File: config.mk
export PLATFORM = sky130hd
export DESIGN_NAME = pc_gen
export DESIGN_NICKNAME = d
export VERILOG_FILES = /design/src/rtl/pc_gen.sv
export SDC_FILE = /design/constraint.sdc
export NUM_CORES = 1
export LEC_CHECK = 0
export BUFFER_PORTS_ARGS = -buffer_cell sky130_fd_sc_hd__buf_2
export CORE_ASPECT_RATIO = 0.5
export CORE_MARGIN = 3
export CORE_UTILIZATION = 30
export DETAILED_ROUTE_END_ITERATION = 8
export GPL_ROUTABILITY_DRIVEN = 0
export GPL_TIMING_DRIVEN = 0
export REMOVE_ABC_BUFFERS = 1
export SLEW_MARGIN = 20
export SYNTH_ARGS = -nofsm -noshare
export SYNTH_HDL_FRONTEND = slang
export SYNTH_SLANG_ARGS = --single-unit
File: constraint.sdc
create_clock -name clk -period 6.5 [get_ports clk]
set_clock_uncertainty 0.2 [all_clocks]
set_input_delay 0.325 -clock clk [delete_from_list [all_inputs] [get_ports clk]]
set_output_delay 0.325 -clock clk [all_outputs]
set_load 0.01 [all_outputs]
File: src/rtl/pc_gen.sv
// Program-counter generator: BOOT/RUN/HALT sequencing with trap, mret, redirect and stall.
// Optional macro PC_MISALIGN_TRAP_EN turns misaligned redirect/mret targets into traps.
//
// state | meaning
// BOOT  | first cycle after reset, pc held and not fetchable
// RUN   | fetching; pc advances on trap/mret/redirect/sequential
// HALT  | fetch stopped; waits for resume
module pc_gen #(
  parameter int              XLEN         = 32,
  parameter logic [XLEN-1:0] RESET_VECTOR = XLEN'(32'h0000_0000),
  parameter logic [XLEN-1:0] TRAP_VECTOR  = XLEN'(32'h0000_0100),
  parameter int              INC          = 4
) (
  input  logic            clk,
  input  logic            reset,
  input  logic            pc_write,
  input  logic            redirect_valid,
  input  logic [XLEN-1:0] redirect_target,
  input  logic            trap_req,
  input  logic            mret_req,
  input  logic            halt_req,
  input  logic            resume,
  output logic [XLEN-1:0] pc_out,
  output logic [XLEN-1:0] pc_plus_inc,
  output logic            pc_valid,
  output logic [XLEN-1:0] epc_out,
  output logic            halted,
  output logic            misalign
);

  typedef enum logic [1:0] {
    ST_BOOT = 2'd0,
    ST_RUN  = 2'd1,
    ST_HALT = 2'd2
  } state_t;

  localparam logic [XLEN-1:0] LOW_MASK = XLEN'(INC - 1);

  state_t          state_q;
  logic [XLEN-1:0] pc_q;
  logic [XLEN-1:0] epc_q;
  logic            misalign_q;
  logic [XLEN-1:0] tgt_d;

  // mret outranks redirect, so the epc is the candidate whenever mret is asked for
  always_comb begin
    tgt_d = mret_req ? epc_q : redirect_target;
  end

  always_ff @(posedge clk) begin
    if (!reset) begin
      state_q    <= ST_BOOT;
      pc_q       <= RESET_VECTOR;
      epc_q      <= '0;
      misalign_q <= 1'b0;
    end else begin
      misalign_q <= 1'b0;
      case (state_q)
        ST_BOOT: state_q <= ST_RUN;
        ST_RUN: begin
          if (trap_req) begin
            pc_q  <= TRAP_VECTOR;
            epc_q <= pc_q;
          end else if (pc_write) begin
            if (halt_req) begin
              state_q <= ST_HALT;
            end else if (mret_req || redirect_valid) begin
`ifdef PC_MISALIGN_TRAP_EN
              if (|(tgt_d & LOW_MASK)) begin
                pc_q       <= TRAP_VECTOR;
                epc_q      <= pc_q;
                misalign_q <= 1'b1;
              end else begin
                pc_q <= tgt_d;
              end
`else
              pc_q <= tgt_d & ~LOW_MASK;
`endif
            end else begin
              pc_q <= pc_plus_inc;
            end
          end
        end
        ST_HALT: if (resume) state_q <= ST_RUN;
        default: state_q <= ST_BOOT;
      endcase
    end
  end

  assign pc_out      = pc_q;
  assign pc_plus_inc = pc_q + XLEN'(INC);
  assign pc_valid    = (state_q == ST_RUN);
  assign halted      = (state_q == ST_HALT);
  assign epc_out     = epc_q;
  assign misalign    = misalign_q;

endmodule

# After elaboration in Yosys (flattened, before gate mapping)
# Index checks and enable logic that the tools add are counted.
# word_totals
reg_bits	66
latch_bits	0
ram_bits	0
mem_bits_ro	0
input_bits	40
output_inout_bits	99
word_cells	27
mem_count	0
# classes
n_addsub	1
n_mul	0
n_div	0
n_lt_le_gt_ge	0
n_eq_ne	7
shift	0
mux	10
n_bitwise	0
n_reduce_logical	6
# op_table
operator	n
$mux W32	5
$add A32 B3 Y32 const B	1
$ne A2 B2 Y1 const B	5
$mux W2	4
$pmux W2 S3	1
$reduce_and A4 Y1	1
$reduce_and A3 Y1	1
$eq A2 B1 Y1 const B	1
$eq A2 B2 Y1 const B	1
$logic_not A2 Y1	1
$reduce_and A2 Y1	1
$reduce_bool A2 Y1	1
$logic_or A1 B1 Y1	1

# Longest topological paths before layout
# Gate-level depths: netlist of the first run.
# depth
depth_word	5
depth_mapped	7
ltp_nobuf	6

# Least setup slack after synthesis of the first run
# No wires, ideal clock.
# synth_timing
path_type	reg2out
start	register pc_q[2], in the netlist pc_out[2]
end	output port pc_plus_inc[22]
t_arrival_ns	2.060
required_ns	5.975
setup_slack_ns	3.915
path_stages_with_launch	7
n_path_buf	1
path_cell_list	dfxtp_1 -> ha_1 -> nand3_1 -> or2_2 -> buf_2 -> or4_1 -> xnor2_1
# synth_between
elab_chain_cells	1
# synth_rtl
item	line_no	source
start, declared	40	logic [XLEN-1:0] pc_q;
start signal, assigned	77	pc_q <= tgt_d & ~LOW_MASK;
start signal, assigned	80	pc_q <= pc_plus_inc;
$add A32 B3 Y32	91	assign pc_plus_inc = pc_q + XLEN'(INC);
end, declared	24	output logic [XLEN-1:0] pc_plus_inc,
# Every way passes these cells.

# Final worst setup path of the first run
# layout_timing
start	register pc_q[2], in the netlist pc_out[2]
end	output port pc_plus_inc[28]
# Same word-level chain as after synthesis.

==> results.json, run 1 <==
{
  "drc": 0,
  "dp_hpwl_um": 8730,
  "worst_hold_startpoint": "redirect_target[24]",
  "syn_area_per_cell_um2": 7.64,
  "cts_max_level": 3,
  "post-cts-setup-buffer-count": 0,
  "fmax_mhz": 302,
  "cts_hold_buf": 0,
  "portBuffers": 129,
  "ir_worst_vdd_uv": 104,
  "crit_type": "reg -> out",
  "grt_max_degree": 41,
  "whs_endpoint": "pc_out[24]",
  "cpMaxStageDelayCell": "dfxtp_1",
  "whs_path_depth": 3,
  "status": "completed",
  "grt_pass1_vias": 3769,
  "dp_slack_ns": 3.20,
  "final_cells": 741,
  "seq_area_um2": 1240,
  "clockBufferDepth": 2,
  "mostFrequentLayoutCells": "buf_2 (129), nand2_1 (84), dfxtp_1 (62), o21ai_0 (35)",
  "io_pins": 139,
  "power.leakage_nw": 1.97,
  "start_util_pct": 31.8,
  "cts_tree": "done",
  "first_pass_iters": 5,
  "rsz0062_at_grt": "no",
  "coreArea_um2": 11400,
  "chipWidth_um": 161,
  "vias": 3900,
  "critPathArrivalTime_ns": 2.79,
  "placedCellCount": 725,
  "end_kind": "output port",
  "final_layout_size_suffix_gt1_share_pct": 26.3,
  "die_area_um2": 13400,
  "maxCapViolCount": 0,
  "crit_family": "simple AND/OR/NAND/NOR gates",
  "wire_per_inst_um": 17.1,
  "grt_overflow_total": 0,
  "critPathMaxFanout": 9,
  "drv_slew": 0,
  "cts_sinks": 62,
  "crit_buf_inv": 1,
  "worstPathRequired_ns": 5.97,
  "grt_usage_pct": 18.5,
  "worst_slew_pin_slew_ns": 1.00,
  "finalHoldViolations": 0,
  "fillerInstances": 1249,
  "cts-root-buf": "clkbuf_16",
  "drtIter0Drc": 284,
  "final_util_pct": 40.3,
  "power.density_nw_per_um2": 203,
  "r2r_start": "pc_out[6]",
  "postPlaceCellArea_um2": 4290,
  "max-slew-margin-rel_pct": 33.0,
  "ant_nets": 0,
  "layout.cells.most_common": "buf_2",
  "antenna_found_initial": 0,
  "r2r_cells": 5,
  "fin_crit_sh_pct": 50.9,
  "postLayoutCellArea_um2": 4570,
  "setup_viol": 0,
  "clkSlewWorstSetupHoldPaths_ns": 0.05,
  "reg2reg_setup_slack_ns": 3.68,
  "final_nets": 618,
  "synthCells": 472,
  "synth_ff_type": "dfxtp_1",
  "multi_input_area_um2": 2170,
  "ys_types": 55,
  "start_kind": "register",
  "vias_per_cell": 5.26,
  "drt-total-wl_um": 12700,
  "areaGrowthSynthToFinish_pct": 26.8,
  "yosysWarnings": 0,
  "period_needed_ns": 3.31,
  "synth_seq_area_share_pct": 34.4,
  "die_y_um": 83.5,
  "crit_chain": "ha_1 -> nand3_1 -> or2_2 -> or4_4 -> xnor2_2 -> buf_2",
  "fin_ws_ns": 3.19,
  "synth_edf_count": 0,
  "num_antenna_cells": 0,
  "cts_buffers": 9,
  "regToRegEndpoint": "pc_out[27]",
  "worstSkewPairLatency_ns": 0.33,
  "ys_seq_elements": 62,
  "critPathMaxStageDelay_ns": 0.53,
  "ys_async_sr_fraction_pct": 0,
  "hp-class": "in -> reg",
  "synth_area_um2": 3600,
  "finalSetupTns_ns": 0,
  "grt_first_pass_wirelength_um": 20200,
  "rows": 27,
  "cts_resized": 0
}
[layer usage]
metal	part of all wire, %	vias up	wire length [um]	GRT usage, %
li1	-	1883	-	-
met1	46	1877	5870	24.4
met2	46	127	5860	30.4
met3	6.5	13	819	5.15
met4	0.97	0	123	4.14
met5	0	-	0	0
[worst max path at each step]
| stage | startpoint | end | slack (ns) | depth (start not counted) |
|---|---|---|---|---|
| floorplan | pc_out[2] | pc_plus_inc[22] | 3.99 | 5 |
| global placement | redirect_valid | pc_out[21] | 3.25 | 6 |
| detailed placement | redirect_valid | pc_out[21] | 3.20 | 6 |
| CTS | pc_out[2] | pc_plus_inc[28] | 3.19 | 6 |
| global route | pc_out[2] | pc_plus_inc[30] | 2.99 | 6 |
| finish | pc_out[2] | pc_plus_inc[28] | 3.19 | 6 |
[cells in the mapped netlist (2+ instances only)]
cell	n	area (um^2)
inv_1	10	37.5
a21boi_0	30	225
a221oi_1	3	26.3
o2bb2ai_1	4	35.0
or4_1	3	22.5
xnor2_1	17	149
a211o_1	3	26.3
xor2_1	10	87.6
a31oi_1	4	25.0
o22ai_1	3	18.8
nand2_1	85	319
nor2_1	30	113
nor2b_1	7	43.8
a22oi_1	10	75.1
and3_1	4	25.0
or4_4	2	22.5
mux2i_1	3	30.0
a22o_1	4	35.0
o211ai_1	5	37.5
nor3_1	5	25.0
o311ai_0	3	26.3
a21oi_1	10	50.1
o21ai_0	35	175
a222oi_1	3	30.0
dfxtp_1	62	1240
nand3_1	20	100
a31o_2	2	17.5
nor4_1	8	50.1
or2_2	4	25.0
o221ai_1	3	26.3
clkbuf_1	28	105
o21a_1	3	22.5
nand2b_1	3	18.8
buf_4	7	52.6
o31a_1	2	17.5
nand4_1	9	56.3
buf_2	5	25.0
and2_1	6	37.5
[cells by family (layout without fill, tap and decap cells)]
| logic type | count (synthesis) | count (layout) | synth area share (%) |
|---|---|---|---|
| other | 1 | 7 | 0.104 |
| buffers and inverters | 51 | 155 | 6.21 |
| AND/OR/NAND/NOR | 192 | 192 | 25.2 |
| adder cells (fa/ha/maj) | 1 | 1 | 0.347 |
| multiplexers | 3 | 3 | 0.833 |
| XOR/XNOR | 28 | 28 | 7.01 |
| AO/OA/AOI/OAI | 134 | 134 | 25.8 |
| flip-flops | 62 | 62 | 34.4 |
[flip-flops by register name, summed over array words and instances, names as in the netlist]
signal,flops
pc_out,30
epc_out,30
state_q,2
[tightest hold or removal path: stages]
cell and delay [ns]:
buf_2 0.08, a222oi_1 0.07, o21ai_0 0.07
[power breakdown]
group / switching, mW / internal, mW / leakage (nW)
combinational: 0.0522 / 0.0276 / 1.33
sequential: 0.00558 / 0.384 / 0.500
clock: 0.167 / 0.290 / 0.137
total: 0.225 / 0.701 / 1.97
[layout make-up]
| type | count | area share, % |
|---|---|---|
| sequential | 62 | 27.2 |
| timing repair buffer | 129 | 14.1 |
| tap | 159 | 4.35 |
| clock buffer | 16 | 6.16 |
| multi-input combinational | 365 | 47.4 |
| inverter | 10 | 0.821 |
[per-stage QoR]
stage	power, mW	hold WS (ns)
2_1_floorplan	0.434	0.232
3_3_place_gp	0.475	0.264
3_5_place_dp	0.476	0.271
4_1_cts	0.930	0.0401
5_1_grt	0.959	0.0470
6_report	0.927	0.0511
(Power assumes the default switching activity.)
==> inputs of run 2 (changes only) <==
--- a/config.mk
+++ b/config.mk
@@ -5,6 +5,7 @@
 export SDC_FILE = /design/constraint.sdc
 export NUM_CORES = 1
 export LEC_CHECK = 0
+export ABC_AREA = 1
 export BUFFER_PORTS_ARGS = -buffer_cell sky130_fd_sc_hd__buf_2
 export CORE_ASPECT_RATIO = 0.5
 export CORE_MARGIN = 3
==> constraint.sdc (replaced) <==
create_clock -name clk -period 2.8 [get_ports clk]
set_clock_uncertainty 0.2 [all_clocks]
set_input_delay 0.14 -clock clk [delete_from_list [all_inputs] [get_ports clk]]
set_output_delay 0.14 -clock clk [all_outputs]
set_load 0.01 [all_outputs]
==> results.json, run 2 <==
{
  "critPathMaxStageDelay_ns": 0.44,
  "critPathArrivalTime_ns": 2.55,
  "synth_most_common_cell": "nand2_1",
  "dp_slack_ns": -0.237,
  "worstPathRequired_ns": 2.78,
  "maxCapViolCount": 0,
  "fillerInstances": 1325,
  "rows": 28,
  "yosysWarnings": 0,
  "synth-simple-area-share_pct": 34.4,
  "whs_endpoint": "pc_out[28]",
  "worstSkewPairLatency_ns": 0.34,
  "worst_hold_startpoint": "redirect_target[28]",
  "die_y_um": 86.1,
  "synth-xor-area-share_pct": 4.97,
  "mostFrequentLayoutCells": "nand2_1 (191), buf_2 (129), a21oi_1 (70), dfxtp_1 (62), o21ai_0 (45)",
  "synthMuxAreaShare_pct": 0,
  "start_util_pct": 31.7,
  "chipWidth_um": 166,
  "finalHoldViolations": 0,
  "cpMaxStageDelayCell": "nand2_4",
  "die_area_um2": 14300,
  "synth_top_family_by_area": "simple AND/OR/NAND/NOR gates",
  "critPathMaxFanout": 46,
  "cts_sinks": 62,
  "ys_async_sr_fraction_pct": 0,
  "reg2reg_setup_slack_ns": 0.22,
  "fmax_mhz": 388,
  "end_kind": "register",
  "grt_overflow_total": 0,
  "crit_type": "reg -> reg",
  "yosys.area.top_type": "dfxtp_1",
  "period_needed_ns": 2.58,
  "ys_top_cells_by_count": "nand2_1 (192), a21oi_1 (70), dfxtp_1 (62)",
  "max-slew-margin-rel_pct": 35.3,
  "drv_slew": 0,
  "final_layout_size_suffix_gt1_share_pct": 28.1,
  "synth_compound_area_share_pct": 18.7,
  "crit_chain": "inv_2 -> nor2_4 -> nand2_4 -> o31ai_2 -> clkinvlp_4 -> buf_4 -> nand2_1 -> a21oi_1",
  "ys_seq_elements": 62,
  "grt_usage_pct": 17.1,
  "vias_per_cell": 4.68,
  "status": "completed",
  "areaGrowthSynthToFinish_pct": 33.1,
  "power.leakage_nw": 2.28,
  "dp_hpwl_um": 8880,
  "vias": 4150,
  "synthCells": 579,
  "antenna_found_initial": 0,
  "synth_area_um2": 3850,
  "portBuffers": 129,
  "clkSlewWorstSetupHoldPaths_ns": 0.05,
  "cts_tree": "done",
  "r2r_cells": 8,
  "yosys.area.top_type_share_pct": 32.2,
  "drtIter0Drc": 271,
  "layout.cells.most_common": "nand2_1",
  "r2r_start": "state_q[0]",
  "grt_max_degree": 49,
  "whs_path_depth": 5,
  "yosys-top-cells-area": "dfxtp_1 (32%), nand2_1 (19%), a21oi_1 (9.1%)",
  "cts_max_level": 3,
  "first_pass_iters": 5,
  "start_kind": "register",
  "ant_nets": 0,
  "setup_viol": 0,
  "grt_pass1_vias": 3774,
  "clockBufferDepth": 2,
  "synth_adder_area_share_pct": 0.325,
  "worst_slew_pin_slew_ns": 0.970,
  "wire_per_inst_um": 14.1,
  "totalPowerFinal_mw": 2.27,
  "synth_edf_count": 0,
  "cts_buffers": 9,
  "num_antenna_cells": 0,
  "final_util_pct": 42.2,
  "synth_ff_type": "dfxtp_1",
  "cts-root-buf": "clkbuf_16",
  "drc": 0,
  "io_pins": 139,
  "coreArea_um2": 12200,
  "fin_ws_ns": 0.222,
  "ir_worst_vdd_uv": 197,
  "final_nets": 760,
  "crit_buf_inv": 3,
  "ys_types": 36,
  "hp-class": "in -> reg",
  "power.density_nw_per_um2": 442,
  "regToRegEndpoint": "pc_out[23]",
  "syn_area_per_cell_um2": 6.65,
  "grt_first_pass_wirelength_um": 19700,
  "fin_crit_sh_pct": 92.1,
  "drt-total-wl_um": 12500,
  "crit_family": "simple AND/OR/NAND/NOR gates",
  "synth_seq_area_share_pct": 32.2
}
[run 2: how the worst max path moves through the flow]
stage,endpoint,start,slack [ns],cells after the start
6_report,pc_out[23],state_q[0],0.22,8
5_1_grt,pc_out[25],state_q[0],-0.006,8
4_1_cts,pc_out[14],state_q[0],0.03,7
3_5_place_dp,pc_out[14],state_q[0],-0.24,7
3_3_place_gp,pc_out[2],mret_req,-1.65,6
2_1_floorplan,pc_out[11],state_q[0],0.25,6
[run 2: power by group]
part / total [mW] / switching [mW] / leakage [nW] / internal, mW
registers: 0.926 / 0.0191 / 0.502 / 0.907
logic: 0.299 / 0.185 / 1.64 / 0.114
clock network: 1.04 / 0.384 / 0.138 / 0.659
total: 2.27 / 0.588 / 2.28 / 1.68
[run 2: metrics by stage]
step                TNS [ns]  hold WS (ns)  cells  cell area (um^2)
floorplan                  0        0.0783    551              3670
global placement      -32.88         0.252    845              4520
detailed placement     -6.18         0.259    848              4600
CTS                        0      0.000444    883              5090
global route        -0.00571        0.0181    887              5120
finish                     0       0.00709    887              5120
[run 2: layout make-up]
type / count / area (um^2) / area share, %
clock buffer: 13 / 270 / 5.27
timing repair buffer: 156 / 932 / 18.2
inverter: 41 / 158 / 3.08
clock inverter: 1 / 5.00 / 0.0977
timing repair inverter: 1 / 7.51 / 0.146
tap: 165 / 206 / 4.03
sequential: 62 / 1240 / 24.2
multi-input combinational: 448 / 2300 / 45.0
[run 2: routing by layer]
metal | vias up | global-route usage, % | part of all wire (%)
li1 | 2131 | - | -
met2 | 91 | 28.3 | 46
met4 | 0 | 4.49 | 1.1
met3 | 11 | 5.11 | 5.0
met5 | - | 0 | 0
met1 | 1917 | 22.0 | 48
[run 2: kinds of logic after synthesis]
kind of cell / after synthesis
compound gates: 133
simple gates: 292
buf+inv: 75
xor+xnor: 15
other cells: 1
fa+ha+maj: 1
flops: 62
[run 2: what timing repair did]
item,CTS,global route
cloned,0,1
buffers inserted,0,3
resized for setup,1,3
endpoints found under the setup margin,29,29
endpoints found under the hold margin,26,0
pin swaps,0,0
hold buffers,21,0
[run 2: worst register-to-register path, delay by kind of cell (launching register included)]
family	cells	cell delay (ns)
compound gates	2	0.37
flops	1	0.36
buf+inv	3	0.50
simple gates	3	0.97
==> inputs of run 3 (changes only) <==
--- a/config.mk
+++ b/config.mk
@@ -10,10 +10,12 @@
 export CORE_ASPECT_RATIO = 0.5
 export CORE_MARGIN = 3
 export CORE_UTILIZATION = 30
+export CTS_BUF_LIST = sky130_fd_sc_hd__clkbuf_16
 export DETAILED_ROUTE_END_ITERATION = 8
 export GPL_ROUTABILITY_DRIVEN = 0
 export GPL_TIMING_DRIVEN = 0
 export REMOVE_ABC_BUFFERS = 1
+export SETUP_SLACK_MARGIN = 0.5
 export SLEW_MARGIN = 20
 export SYNTH_ARGS = -nofsm -noshare
 export SYNTH_HDL_FRONTEND = slang
==> results.json, run 3 (synthesized netlist as in run 2, its figures left out) <==
{
  "setup_viol": 0,
  "placedCellCount": 848,
  "rows": 28,
  "cts-root-buf": "clkbuf_16",
  "clockBufferDepth": 2,
  "drt-total-wl_um": 12500,
  "vias": 4161,
  "worstSkewPairLatency_ns": 0.33,
  "mostFrequentLayoutCells": "nand2_1 (191), buf_2 (129), a21oi_1 (70), dfxtp_1 (54), o21ai_0 (45)",
  "grt_first_pass_wirelength_um": 20100,
  "dp_hpwl_um": 8880,
  "worst_slew_pin_slew_ns": 0.937,
  "met2_usage_pct": 29.3,
  "max-slew-margin-rel_pct": 37.4,
  "cts_buffers": 9,
  "layout.cells.most_common": "nand2_1",
  "final_nets": 765,
  "clkSlewWorstSetupHoldPaths_ns": 0.05,
  "finalHoldViolations": 0,
  "final_cells": 892,
  "maxCapViolCount": 0,
  "grt_overflow_total": 0,
  "regToRegEndpoint": "pc_out[19]",
  "drtIter0Drc": 228,
  "areaGrowthSynthToFinish_pct": 33.9,
  "r2r_start": "state_q[0]",
  "hp-class": "in -> reg",
  "power.leakage_nw": 2.29,
  "gr-usage-met3_pct": 5.06,
  "end_kind": "output port",
  "start_kind": "register",
  "drc": 0,
  "die_area_um2": 14300,
  "rsz0062_at_grt": "yes",
  "crit_buf_inv": 1,
  "coreArea_um2": 12200,
  "grt_usage_pct": 17.4,
  "holdWs_ns": 0.00648,
  "fin_crit_sh_pct": 77.6,
  "vias_per_cell": 4.66,
  "reg2reg_setup_slack_ns": 0.71,
  "final_layout_size_suffix_gt1_share_pct": 29.4,
  "critPathMaxFanout": 6,
  "critPathArrivalTime_ns": 1.83,
  "grtUsageMet1_pct": 22.4,
  "whs_path_depth": 5,
  "grt_pass1_vias": 3836,
  "crit_chain": "ha_2 -> nand2_2 -> nor2_4 -> nand2_4 -> nor2_8 -> nand3_1 -> and2_1 -> buf_2",
  "die_y_um": 86.1,
  "io_pins": 139,
  "fmax_mhz": 460,
  "grt-busiest-layer": "met2",
  "ant_nets": 0,
  "dp_slack_ns": -0.237,
  "fin_ws_ns": 0.628,
  "whs_endpoint": "pc_out[28]",
  "period_needed_ns": 2.17,
  "r2r_cells": 9,
  "crit_type": "reg -> out",
  "antenna_found_initial": 0,
  "cts_max_level": 3,
  "chipWidth_um": 166,
  "cpMaxStageDelayCell": "dfxtp_2",
  "start_util_pct": 31.7,
  "worst_hold_startpoint": "redirect_target[28]",
  "cts_sinks": 62,
  "grt_max_degree": 49,
  "first_pass_iters": 5,
  "wire_per_inst_um": 14.0,
  "portBuffers": 129,
  "status": "completed",
  "drv_slew": 0,
  "critPathMaxStageDelay_ns": 0.36,
  "cp.depth": 8,
  "crit_family": "simple AND/OR/NAND/NOR gates",
  "cts_tree": "done",
  "power.density_nw_per_um2": 423,
  "worstPathRequired_ns": 2.46,
  "num_antenna_cells": 0,
  "ir_worst_vdd_uv": 177
}
==> run 3: layout make-up <==
| type | instances | area, um^2 |
|---|---|---|
| Clock inverter | 5 | 20.0 |
| Clock buffer | 9 | 225 |
| Sequential cell | 62 | 1250 |
| Timing Repair inverter | 1 | 7.51 |
| Timing Repair Buffer | 161 | 970 |
| Inverter | 41 | 158 |
| Tap cell | 165 | 206 |
| Fill cell | 1318 | 7000 |
| Multi-Input combinational cell | 448 | 2320 |
==> run 3: repair_timing <==
item                                   CTS  global route
pin swaps                                1             2
buffers inserted                         7             1
endpoints found under the hold margin   26             0
hold buffers                            21             0
cloned                                   1             0
setup endpoints to repair               31            12
gates resized for setup                  6             9
==> run 3: worst register-to-register path: stages, from the launching register on <==
cell and delay (ns):
dfxtp_1 0.36, inv_2 0.06, nor2_4 0.10, buf_4 0.12, inv_2 0.05, o31ai_2 0.48, clkinvlp_4 0.21, buf_4 0.21
nand2_1 0.07, a21oi_1 0.06
==> run 3: layer usage <==
layer | routed length, um | vias up | part of all wire [%]
li1 | - | 2145 | -
met1 | 5900 | 1908 | 47
met2 | 5870 | 101 | 47
met3 | 681 | 7 | 5.4
met4 | 74 | 0 | 0.59
met5 | 0 | - | 0
==> run 3: stage by stage <==
| step | area, um^2 | power (mW) | utilization [%] | TNS, ns |
|---|---|---|---|---|
| 2_1_floorplan | 3670 | 1.08 | - | 0 |
| 3_3_place_gp | 4520 | 1.20 | 37.2 | -32.88 |
| 3_5_place_dp | 4600 | 1.21 | 37.8 | -6.18 |
| 4_1_cts | 5130 | 2.20 | 42.2 | 0 |
| 5_1_grt | 5160 | 2.28 | 42.4 | 0 |
| 6_report | 5160 | 2.18 | 42.4 | 0 |
==> run 3: where the power goes <==
| group | internal [mW] | switching (mW) |
|---|---|---|
| clock | 0.573 | 0.374 |
| sequential | 0.906 | 0.0194 |
| combinational | 0.121 | 0.187 |
==> run 3: worst max path at each step <==
stage,startpoint,end
global route,pc_out[2],pc_plus_inc[22]
finish,pc_out[2],pc_plus_inc[22]
floorplan,state_q[0],pc_out[11]
global placement,mret_req,pc_out[2]
CTS,pc_out[2],pc_plus_inc[22]
detailed placement,state_q[0],pc_out[14]
